**src/rtl/cms_pkg.sv**
```systemverilog
// Shared constants and helpers for the trace stream receiver.
package cms_pkg;

    localparam int ADDR_WIDTH = 8;
    localparam int DATA_WIDTH = 64;
    localparam int CNT_WIDTH  = 32;

    // Control register map
    localparam logic [ADDR_WIDTH-1:0] CMS_RX_ADDR_INTERVAL = 8'h00;
    localparam logic [ADDR_WIDTH-1:0] CMS_RX_ADDR_CLEAR    = 8'h01;
    localparam logic [ADDR_WIDTH-1:0] CMS_RX_ADDR_BEATS    = 8'h02;
    localparam logic [ADDR_WIDTH-1:0] CMS_RX_ADDR_FRAMES   = 8'h03;
    localparam logic [ADDR_WIDTH-1:0] CMS_RX_ADDR_ERRS     = 8'h04;
    localparam logic [ADDR_WIDTH-1:0] CMS_RX_ADDR_OCC      = 8'h05;

    // Field offsets inside a tdata beat: {pc, instr}
    localparam int INSTR_LSB = 0;
    localparam int PC_LSB    = 32;

    // Increment that sticks at all-ones instead of wrapping.
    function automatic logic [CNT_WIDTH-1:0] sat_inc(input logic [CNT_WIDTH-1:0] value);
        if (value == 32'hFFFF_FFFF) begin
            sat_inc = value;
        end else begin
            sat_inc = value + 32'd1;
        end
    endfunction

endpackage

```
**src/rtl/cms_fwft_fifo.sv**
```systemverilog
// First-word-fall-through FIFO: the head entry is visible on rdata
// whenever empty is low, with no read latency.
module cms_fwft_fifo #(
    parameter int WIDTH = 97,
    parameter int DEPTH = 4
) (
    input  logic                       clk,
    input  logic                       rst_n,
    input  logic                       push,
    input  logic [WIDTH-1:0]           wdata,
    input  logic                       pop,
    output logic [WIDTH-1:0]           rdata,
    output logic                       full,
    output logic                       empty,
    output logic [$clog2(DEPTH):0]     occupancy
);

    localparam int PTR_W = $clog2(DEPTH);
    localparam int OCC_W = PTR_W + 1;

    logic [WIDTH-1:0] mem_r [DEPTH];
    logic [PTR_W-1:0] wr_ptr_r;
    logic [PTR_W-1:0] rd_ptr_r;
    logic [OCC_W-1:0] occ_r;
    logic             full_s;
    logic             empty_s;
    logic             do_push_s;
    logic             do_pop_s;

    assign full_s    = (occ_r == OCC_W'(DEPTH));
    assign empty_s   = (occ_r == {OCC_W{1'b0}});
    assign do_push_s = push & ~full_s;
    assign do_pop_s  = pop & ~empty_s;

    assign full      = full_s;
    assign empty     = empty_s;
    assign occupancy = occ_r;
    assign rdata     = mem_r[rd_ptr_r];

    // Storage array; cleared on reset so the head reads zero out of reset.
    always_ff @(posedge clk or negedge rst_n) begin
        if (!rst_n) begin
            for (int i = 0; i < DEPTH; i++) begin
                mem_r[i] <= {WIDTH{1'b0}};
            end
        end else if (do_push_s) begin
            mem_r[wr_ptr_r] <= wdata;
        end
    end

    // Pointers (wrap naturally at the power-of-two depth) and occupancy.
    always_ff @(posedge clk or negedge rst_n) begin
        if (!rst_n) begin
            wr_ptr_r <= {PTR_W{1'b0}};
            rd_ptr_r <= {PTR_W{1'b0}};
            occ_r    <= {OCC_W{1'b0}};
        end else begin
            if (do_push_s) begin
                wr_ptr_r <= wr_ptr_r + PTR_W'(1'b1);
            end
            if (do_pop_s) begin
                rd_ptr_r <= rd_ptr_r + PTR_W'(1'b1);
            end
            case ({do_push_s, do_pop_s})
                2'b10:   occ_r <= occ_r + OCC_W'(1'b1);
                2'b01:   occ_r <= occ_r - OCC_W'(1'b1);
                default: occ_r <= occ_r;
            endcase
        end
    end

endmodule

```
**src/rtl/cms_stream_receiver.sv**
```systemverilog
// AXI-Stream sink for monitoring trace beats: buffers beats, unpacks
// {pc, instr}, checks tlast framing and keeps saturating statistics.
module cms_stream_receiver
    import cms_pkg::*;
#(
    parameter int XLEN                                = 64,
    parameter int AXI_DATA_WIDTH                      = XLEN + 32,
    parameter int FIFO_DEPTH                          = 4,
    parameter int DEFAULT_INTERVAL                    = 100,
    parameter int CTRL_WRITE_ENABLE_POSEDGE_TRIGGERED = 1
) (
    input  logic                      clk,
    input  logic                      rst_n,
    input  logic                      S_AXIS_tvalid,
    output logic                      S_AXIS_tready,
    input  logic [AXI_DATA_WIDTH-1:0] S_AXIS_tdata,
    input  logic                      S_AXIS_tlast,
    output logic                      out_valid,
    input  logic                      out_ready,
    output logic [XLEN-1:0]           out_pc,
    output logic [31:0]               out_instr,
    output logic                      out_last,
    input  logic [ADDR_WIDTH-1:0]     ctrl_addr,
    input  logic [DATA_WIDTH-1:0]     ctrl_wdata,
    input  logic                      ctrl_write_enable,
    output logic [DATA_WIDTH-1:0]     ctrl_rdata
);

    localparam int FIFO_W = AXI_DATA_WIDTH + 1;
    localparam int OCC_W  = $clog2(FIFO_DEPTH) + 1;

    logic                  tready_r;
    logic                  push_s;
    logic                  pop_s;
    logic                  fifo_full_s;
    logic                  fifo_empty_s;
    logic [OCC_W-1:0]      fifo_occ_s;
    logic [OCC_W-1:0]      occ_next_s;
    logic [FIFO_W-1:0]     head_s;

    logic                  we_prev_r;
    logic                  wr_fire_s;
    logic                  wr_interval_s;
    logic                  wr_clear_s;

    logic [CNT_WIDTH-1:0]  interval_r;
    logic [CNT_WIDTH-1:0]  beat_cnt_r;
    logic [CNT_WIDTH-1:0]  frame_cnt_r;
    logic [CNT_WIDTH-1:0]  frame_err_cnt_r;
    logic [CNT_WIDTH-1:0]  beat_in_frame_r;
    logic [CNT_WIDTH-1:0]  bif_plus1_s;
    logic [CNT_WIDTH-1:0]  bif_next_s;
    logic                  frame_inc_s;
    logic                  err_inc_s;

    logic [DATA_WIDTH-1:0] rd_mux_s;
    logic [DATA_WIDTH-1:0] ctrl_rdata_r;
    logic                  unused_wdata_hi_s;

    assign unused_wdata_hi_s = ^ctrl_wdata[DATA_WIDTH-1:CNT_WIDTH];

    // tready is a pure register, so out_ready never reaches it combinationally.
    assign push_s        = S_AXIS_tvalid & tready_r & ~fifo_full_s;
    assign pop_s         = out_ready & ~fifo_empty_s;
    assign S_AXIS_tready = tready_r;

    cms_fwft_fifo #(
        .WIDTH (FIFO_W),
        .DEPTH (FIFO_DEPTH)
    ) u_fifo (
        .clk       (clk),
        .rst_n     (rst_n),
        .push      (push_s),
        .wdata     ({S_AXIS_tlast, S_AXIS_tdata}),
        .pop       (pop_s),
        .rdata     (head_s),
        .full      (fifo_full_s),
        .empty     (fifo_empty_s),
        .occupancy (fifo_occ_s)
    );

    assign out_valid = ~fifo_empty_s;
    assign out_pc    = head_s[AXI_DATA_WIDTH-1:PC_LSB];
    assign out_instr = head_s[INSTR_LSB+31:INSTR_LSB];
    assign out_last  = head_s[AXI_DATA_WIDTH];

    // Occupancy after this edge, used to precompute next-cycle tready.
    always_comb begin
        occ_next_s = fifo_occ_s;
        case ({push_s, pop_s})
            2'b10:   occ_next_s = fifo_occ_s + OCC_W'(1'b1);
            2'b01:   occ_next_s = fifo_occ_s - OCC_W'(1'b1);
            default: occ_next_s = fifo_occ_s;
        endcase
    end

    // tready register: low in reset, then "not full" for the coming cycle.
    always_ff @(posedge clk or negedge rst_n) begin
        if (!rst_n) begin
            tready_r <= 1'b0;
        end else begin
            tready_r <= (occ_next_s != OCC_W'(FIFO_DEPTH));
        end
    end

    // Write strobe qualification: edge-detected or level-sensitive.
    always_comb begin
        wr_fire_s = 1'b0;
        if (CTRL_WRITE_ENABLE_POSEDGE_TRIGGERED != 0) begin
            wr_fire_s = ctrl_write_enable & ~we_prev_r;
        end else begin
            wr_fire_s = ctrl_write_enable;
        end
    end

    assign wr_interval_s = wr_fire_s && (ctrl_addr == CMS_RX_ADDR_INTERVAL);
    assign wr_clear_s    = wr_fire_s && (ctrl_addr == CMS_RX_ADDR_CLEAR);

    // Previous write-enable level for edge detection.
    always_ff @(posedge clk or negedge rst_n) begin
        if (!rst_n) begin
            we_prev_r <= 1'b0;
        end else begin
            we_prev_r <= ctrl_write_enable;
        end
    end

    // Framing check on each accepted beat; a missing tlast resyncs the count.
    always_comb begin
        frame_inc_s = 1'b0;
        err_inc_s   = 1'b0;
        bif_plus1_s = beat_in_frame_r + 32'd1;
        bif_next_s  = beat_in_frame_r;
        if (push_s) begin
            if (S_AXIS_tlast) begin
                frame_inc_s = 1'b1;
                bif_next_s  = 32'd0;
                if ((interval_r != 32'd0) && (bif_plus1_s != interval_r)) begin
                    err_inc_s = 1'b1;
                end else begin
                    err_inc_s = 1'b0;
                end
            end else if ((interval_r != 32'd0) && (bif_plus1_s == interval_r)) begin
                err_inc_s  = 1'b1;
                bif_next_s = 32'd0;
            end else begin
                bif_next_s = bif_plus1_s;
            end
        end else begin
            bif_next_s = beat_in_frame_r;
        end
    end

    // Interval register and statistics counters; a clear beats any increment.
    always_ff @(posedge clk or negedge rst_n) begin
        if (!rst_n) begin
            interval_r      <= CNT_WIDTH'(DEFAULT_INTERVAL);
            beat_cnt_r      <= 32'd0;
            frame_cnt_r     <= 32'd0;
            frame_err_cnt_r <= 32'd0;
            beat_in_frame_r <= 32'd0;
        end else begin
            if (wr_interval_s) begin
                interval_r <= ctrl_wdata[CNT_WIDTH-1:0];
            end
            if (wr_clear_s) begin
                beat_cnt_r      <= 32'd0;
                frame_cnt_r     <= 32'd0;
                frame_err_cnt_r <= 32'd0;
                beat_in_frame_r <= 32'd0;
            end else begin
                if (push_s) begin
                    beat_cnt_r <= sat_inc(beat_cnt_r);
                end
                if (frame_inc_s) begin
                    frame_cnt_r <= sat_inc(frame_cnt_r);
                end
                if (err_inc_s) begin
                    frame_err_cnt_r <= sat_inc(frame_err_cnt_r);
                end
                if (wr_interval_s) begin
                    beat_in_frame_r <= 32'd0;
                end else begin
                    beat_in_frame_r <= bif_next_s;
                end
            end
        end
    end

    // Read multiplexer over the register map, zero-extended.
    always_comb begin
        rd_mux_s = {DATA_WIDTH{1'b0}};
        case (ctrl_addr)
            CMS_RX_ADDR_INTERVAL: rd_mux_s = DATA_WIDTH'(interval_r);
            CMS_RX_ADDR_BEATS:    rd_mux_s = DATA_WIDTH'(beat_cnt_r);
            CMS_RX_ADDR_FRAMES:   rd_mux_s = DATA_WIDTH'(frame_cnt_r);
            CMS_RX_ADDR_ERRS:     rd_mux_s = DATA_WIDTH'(frame_err_cnt_r);
            CMS_RX_ADDR_OCC:      rd_mux_s = DATA_WIDTH'(fifo_occ_s);
            default:              rd_mux_s = {DATA_WIDTH{1'b0}};
        endcase
    end

    // Registered read data, one cycle behind ctrl_addr.
    always_ff @(posedge clk or negedge rst_n) begin
        if (!rst_n) begin
            ctrl_rdata_r <= {DATA_WIDTH{1'b0}};
        end else begin
            ctrl_rdata_r <= rd_mux_s;
        end
    end

    assign ctrl_rdata = ctrl_rdata_r;

endmodule

```
**config.mk**
```make
export PLATFORM = sky130hd
export DESIGN_NAME = cms_stream_receiver
export DESIGN_NICKNAME = d
export VERILOG_FILES = /design/src/rtl/cms_pkg.sv /design/src/rtl/cms_fwft_fifo.sv /design/src/rtl/cms_stream_receiver.sv
export SDC_FILE = /design/constraint.sdc
export NUM_CORES = 1
export LEC_CHECK = 0
export BUFFER_PORTS_ARGS = -buffer_cell sky130_fd_sc_hd__clkbuf_2
export CAP_MARGIN = 20
export CORE_ASPECT_RATIO = 1.5
export CORE_MARGIN = 8
export CORE_UTILIZATION = 55
export CTS_BUF_LIST = sky130_fd_sc_hd__clkbuf_8
export DETAILED_ROUTE_END_ITERATION = 10
export PLACE_DENSITY = 0.76
export SLEW_MARGIN = 10
export SYNTH_ARGS = -nofsm -noshare
export SYNTH_HDL_FRONTEND = slang
export SYNTH_SLANG_ARGS = --single-unit
```
**constraint.sdc**
```tcl
create_clock -name clk -period 4.8 [get_ports clk]
set_clock_uncertainty 0.15 [all_clocks]
set_input_delay 0.24 -clock clk [delete_from_list [all_inputs] [get_ports clk]]
set_output_delay 0.24 -clock clk [all_outputs]
set_load 0.005 [all_outputs]
```
After elaboration in Yosys (flattened, before gate mapping)

Index checks and enable logic that the tools add are counted.

Output and inout bits: 163
Bits of input ports: 174
Word-level logic and storage cells: 101
Register bits: 621

Bitwise gates (word level): 11
Reductions and logical operators: 16
$add $sub $neg: 8
Equality and inequality tests: 19
Magnitude comparators: 3
Mux-type cells: 29

Operator list:

| operator                | count |
|---|---|
| $mux W32                | 14 |
| $bwmux W388             | 1 |
| $mux W97                | 3 |
| $bmux W97 S2            | 1 |
| $demux W97 S2           | 1 |
| $pmux W32 S5            | 1 |
| $add A32 B1 Y32 const B | 4 |
| $eq A32 B32 Y1 const B  | 3 |
| $eq A32 B32 Y1          | 1 |
| $ne A32 B32 Y1          | 1 |
| $reduce_bool A32 Y1     | 1 |
| $eq A8 B2 Y1 const B    | 2 |
| $eq A8 B3 Y1 const B    | 2 |
| $pmux W3 S2             | 2 |
| $eq A8 B1 Y1 const B    | 1 |
| $logic_not A8 Y1        | 1 |
| $reduce_bool A2 Y1      | 4 |
| $and A1 B1 Y1           | 6 |
| $ge A3 B3 Y1 const B    | 2 |
| $mux W1                 | 6 |
| $ne A2 B2 Y1 const B    | 3 |
| $not A2 Y3              | 2 |
| $reduce_and A2 Y1       | 3 |
| $logic_and A1 B1 Y1     | 5 |
| other kinds (11)        | 16 |

Depth between registers and ports, before layout

Word-level depth: 8
Gate-level depth with buffers: 14
Gate-level depth less buffers: 12

Modules after synthesis

A second synthesis with hierarchy kept.

Cells, all modules: 2,170
Area, all modules: 28,223.3 sq um

By module, submodules not included:

| module              | cells each | sequential area each (sq um) | instances | area an instance (sq um) |
|---|---|---|---|---|
| cms_fwft_fifo       | 975        | 9,884.5                      | 1         | 17,101.4 |
| cms_stream_receiver | 1,195      | 4,858.4                      | 1         | 11,121.9 |

Least setup slack after synthesis

No wires, ideal clock.

Kind: register to register
Start point: register beat_in_frame_r[0]
End point: register frame_err_cnt_r[11]
Setup time: 66 ps
Cell stages (with the launch flop): 14
Path slack: 989 ps
Path buffers: 2
Required time: 4,584 ps
Clock period less this slack: 3,811 ps
Data arrival time: 3,595 ps
Cells stage by stage: dfrtp_1 ha_1 buf_2 nand3_4 nor4_1 nand3_1 xnor2_1 a2111oi_2 o2111ai_2 nor3_4 o21ai_4 buf_6 or4_1 nand2_1

Longest elaborated chain between the ends: 8
Elaborated cells on any way between the ends: 11
Those cells by class: add/sub (1); eq/ne (2); mux (4); reduce/logical (4)

Ends and longest elaborated chain:

| element                                                 | line                                                   | text |
|---|---|---|
| start, declared                                         | cms_stream_receiver.sv:50                              | `logic [CNT_WIDTH-1:0] beat_in_frame_r;` |
| start signal, assigned                                  | cms_stream_receiver.sv:184                             | `beat_in_frame_r <= bif_next_s;` |
| $add A32 B1 Y32 (*)                                     | cms_stream_receiver.sv:132                             | `bif_plus1_s = beat_in_frame_r + 32'd1;` |
| $eq A32 B32 Y1 / $ne A32 B32 Y1 (equally long branches) | cms_stream_receiver.sv:143, cms_stream_receiver.sv:138 |  |
| $logic_and A1 B1 Y1, on equally long branches           | cms_stream_receiver.sv:143, cms_stream_receiver.sv:138 |  |
| $mux W1, on equally long branches                       | cms_stream_receiver.sv:143, cms_stream_receiver.sv:138 |  |
| $mux W1 (*)                                             | cms_stream_receiver.sv:135                             | `if (S_AXIS_tlast) begin` |
| $mux W1 (*)                                             | cms_stream_receiver.sv:134                             | `if (push_s) begin` |
| $reduce_bool A2 Y1 (no source line) (*)                 | --                                                     |  |
| $reduce_and A2 Y1 (no source line) (*)                  | --                                                     |  |
| end signal, assigned                                    | cms_stream_receiver.sv:179                             | `frame_err_cnt_r <= sat_inc(frame_err_cnt_r);` |
| end, declared                                           | cms_stream_receiver.sv:49                              | `logic [CNT_WIDTH-1:0] frame_err_cnt_r;` |

Mark *: on every way between the ends. The rest lies on a longest branch, timed or not.
A chain may end at the register's enable or synchronous reset.

Final worst setup path

Start point: register beat_in_frame_r[0]
End point: register frame_err_cnt_r[31]

The elaborated chain is that of the path after synthesis.

==> flow_summary_export.csv <==
group,metric,value,unit
status,status,"finished, final reports clean",
clock_tree,cts_max_level,3,
cells_and_area,nets,2705,
yosys,ys_seq_area_share,53.1,%
sta,setup-tns-final,0,ps
die,coreArea,50300,um^2
global_routing,busiest_layer,"met2",
sta,tightest_slew,986,ps
sta,min_period,4430,ps
cells_and_area,drive_gt1_share,38.3,%
clock_tree,cts.clk_slew.worst_paths,60,ps
detailed_routing,vias,19501,
pwr,p_per_area,576,nW/um^2
yosys,synth_edf_count,0,
critical_path,crit_fanout,22,
critical_path,required,5240,ps
global_routing,grt_max_degree,126,
die,die_h,291,um
clock_tree,cts_made_buffers,88,
pwr,peakVddDrop,0.339,mV
detailed_routing,ant_nets,0,
cells_and_area,final_util,65.5,%
cells_and_area,fin_cells,3255,
sta,max_freq,226,MHz
sta,slew_viol_final,0,
placement,placed_cells,2962,
pwr,leakagePower,14.8,nW
cells_and_area,area_delta_synth_final,18.6,%
sta,setup_viol,0,
detailed_routing,drt_pre_antenna_iters,6,
global_routing,grt_pass1_wl,119,mm
clock_tree,root_buffer,"clkbuf_8",
global_routing,grtUsageMet2,44.7,%
critical_path,crit_arrival,4870,ps
yosys,yosys_warnings,0,
yosys,netlist_area,27800,um^2
die,start_util,55.2,%
global_routing,use_met1,30.6,%
clock_tree,clkSinkCount,589,
clock_tree,insertion_delay,690,ps
yosys,yosysUniqueCellTypes,69,
detailed_routing,drc,0,
sta,rsz0062_at_grt,"no",
run,maxCapViolations,0,
detailed_routing,wirelength,74.8,mm
clock_tree,cts_tree,"done",
die,die-area,58100,um^2
global_routing,grt_antenna_before_repair,3,
global_routing,grt_usage,26.1,%
yosys,avgSynthCellArea,13.1,um^2
global_routing,use_met3,4.81,%
global_routing,grt_pass1_vias,21439,
placement,dp.final_hpwl,48.2,mm
sta,timing_hold_violations_final,0,
die,rows,101,
critical_path,path_class,"reg -> reg",
clock_tree,max-clock-path-buffers,3,
clock_tree,post_cts_resized,0,
die,die_w,199,um
placement,place.gp.congestion,0.922,
detailed_routing,first_iter_violations,1060,
critical_path,end_kind,"register",
global_routing,grt_overflow_total,0,
yosys,ys_ff_latch,589,
detailed_routing,routed_via_density,5.99,
worst_hold_path,hold_class,"in -> async",
die,ioPinCount,337,
sta,relSlewSlack,34.3,%
detailed_routing,routedWlPerCell,23.0,um
critical_path,r2r_cells,12,
critical_path,cp-start-kind,"register",
yosys,ys.flop_type,"dfrtp_1",
placement,io_buffers,272,
yosys,async_flop_share,100,%
sta,fin_crit_sh,92.3,%
yosys,synth_cells,2117,
state kept, by name, summed over array words and instances, names as in the netlist, 2 cells and up:
signal	count
interval_r	32
beat_in_frame_r	32
beat_cnt_r	32
frame_err_cnt_r	32
u_fifo.rd_ptr_r	2
u_fifo.occupancy	3
u_fifo.mem_r	388
u_fifo.wr_ptr_r	2
ctrl_rdata	32
frame_cnt_r	32
critical path: stages (launching register included):
cell       delay (ps)
dfrtp_1           470
ha_1              380
nand3_4           200
or4_4             580
nor4_4            360
xnor2_1           130
a2111oi_2         390
o2111ai_2         290
nor3_4            450
o21ai_4            80
buf_4             210
or4_1             470
a21oi_1           150
timing repair:
item | in CTS | in global routing
endpoints found under the hold margin | 542 | 0
hold buffers | 132 | 0
buffers inserted | 0 | 0
metrics by stage:
| stage | worst slack (ps) | instance area [um^2] | hold WS [ps] | power [mW] |
|---|---|---|---|---|
| global placement | 504 | 29700 | 212 | 14.2 |
| finish | 369 | 32900 | 28.2 | 19.0 |
| global route | 188 | 32900 | 44.3 | 20.0 |
| detailed placement | 441 | 29700 | 217 | 14.6 |
| floorplan | 989 | 27900 | -206 | 12.1 |
| CTS | 425 | 32900 | 8.51 | 19.0 |
synthesized netlist by cell type (all sizes together) (16+ instances only):
cell type  number  area (um^2)
a22oi          32          240
nand2          92          345
buf            81          474
and3           24          150
nand4          37          244
nor2          102          383
nor3           16          101
dfrtp         586        14700
xor2           71          622
o21ai          78          402
mux2          418         4710
nand3          53          290
xnor2          46          403
or3            31          194
a32oi          29          254
and2           16          100
and4           17          149
clkbuf         83          313
mux4           97         2180
inv            20         75.1
nor4           21          146
a21oi          41          205
a31oi          23          144
cells in the final DEF (no fill, tap or decap), drive strengths merged, types with 6 or more instances in the layout:
cell type / n
and3: 24
o21ai: 78
nor3b: 6
mux4: 97
nand3: 53
o211ai: 10
conb: 32
or4: 12
ha: 14
a21oi: 41
nor3: 16
xnor2: 46
mux2: 418
clkinv: 11
clkbuf: 383
nand2: 92
a21o: 11
xor2: 71
and4: 17
buf: 40
or3: 31
nand4: 37
dlygate4sd3: 132
dfrtp: 586
nor2: 102
a31oi: 23
nor4: 21
inv: 50
and2: 16
a32oi: 29
a22oi: 32
mux2i: 8
metal layers:
metal	routed length (um)	up-vias
li1	-	8566
met1	28800	10040
met2	37700	685
met3	4260	208
met4	4060	2
met5	13	-
where the power goes:
group          switching [mW]  leakage (nW)  internal [mW]
Sequential               1.21          7.36           6.78
Combinational            2.82          6.40           3.91
Clock                    2.00          1.06           2.28
Total                    6.02          14.8           13.0
kinds of logic (layout without fill, tap and decap cells):
logic type	Yosys count	after routing	share of synthesized area, %
AOI/OAI and AO/OA	253	253	6.08
xor gates and xnor gates	117	117	3.69
adders and majority gates	14	14	0.631
buffers and inverters	184	620	3.10
DFF	589	589	53.1
muxes	523	523	25.1
other	1	34	0.0135
and+or+nand+nor	436	436	8.29
layout make-up:
cell class / instances / area [um^2]
well taps: 669 / 837
multi-input cells: 1375 / 12300
inverters: 20 / 75.1
flip-flops and latches: 589 / 14800
clock buffers: 112 / 1540
repair buffers: 443 / 3090
diodes: 2 / 5.00
fillers: 3659 / 17400
clock inverters: 45 / 309
path summary, 6_finish.rpt:
check	slack (ps)	startpoint	endpoint
min in group clk	70	S_AXIS_tvalid	u_fifo.wr_ptr_r[0]$_DFFE_PN0P_
max	370	beat_in_frame_r[0]$_DFFE_PN0P_	frame_err_cnt_r[31]$_DFFE_PN0P_
max in group asynchronous	3070	rst_n	u_fifo.mem_r[187]$_DFFE_PN0P_
max reg2reg	370	beat_in_frame_r[0]$_DFFE_PN0P_	frame_err_cnt_r[31]$_DFFE_PN0P_
min	30	rst_n	u_fifo.mem_r[215]$_DFFE_PN0P_
min reg2reg	350	u_fifo.mem_r[147]$_DFFE_PN0P_	u_fifo.mem_r[147]$_DFFE_PN0P_
No activity file was read; power rests on OpenSTA's default activity.
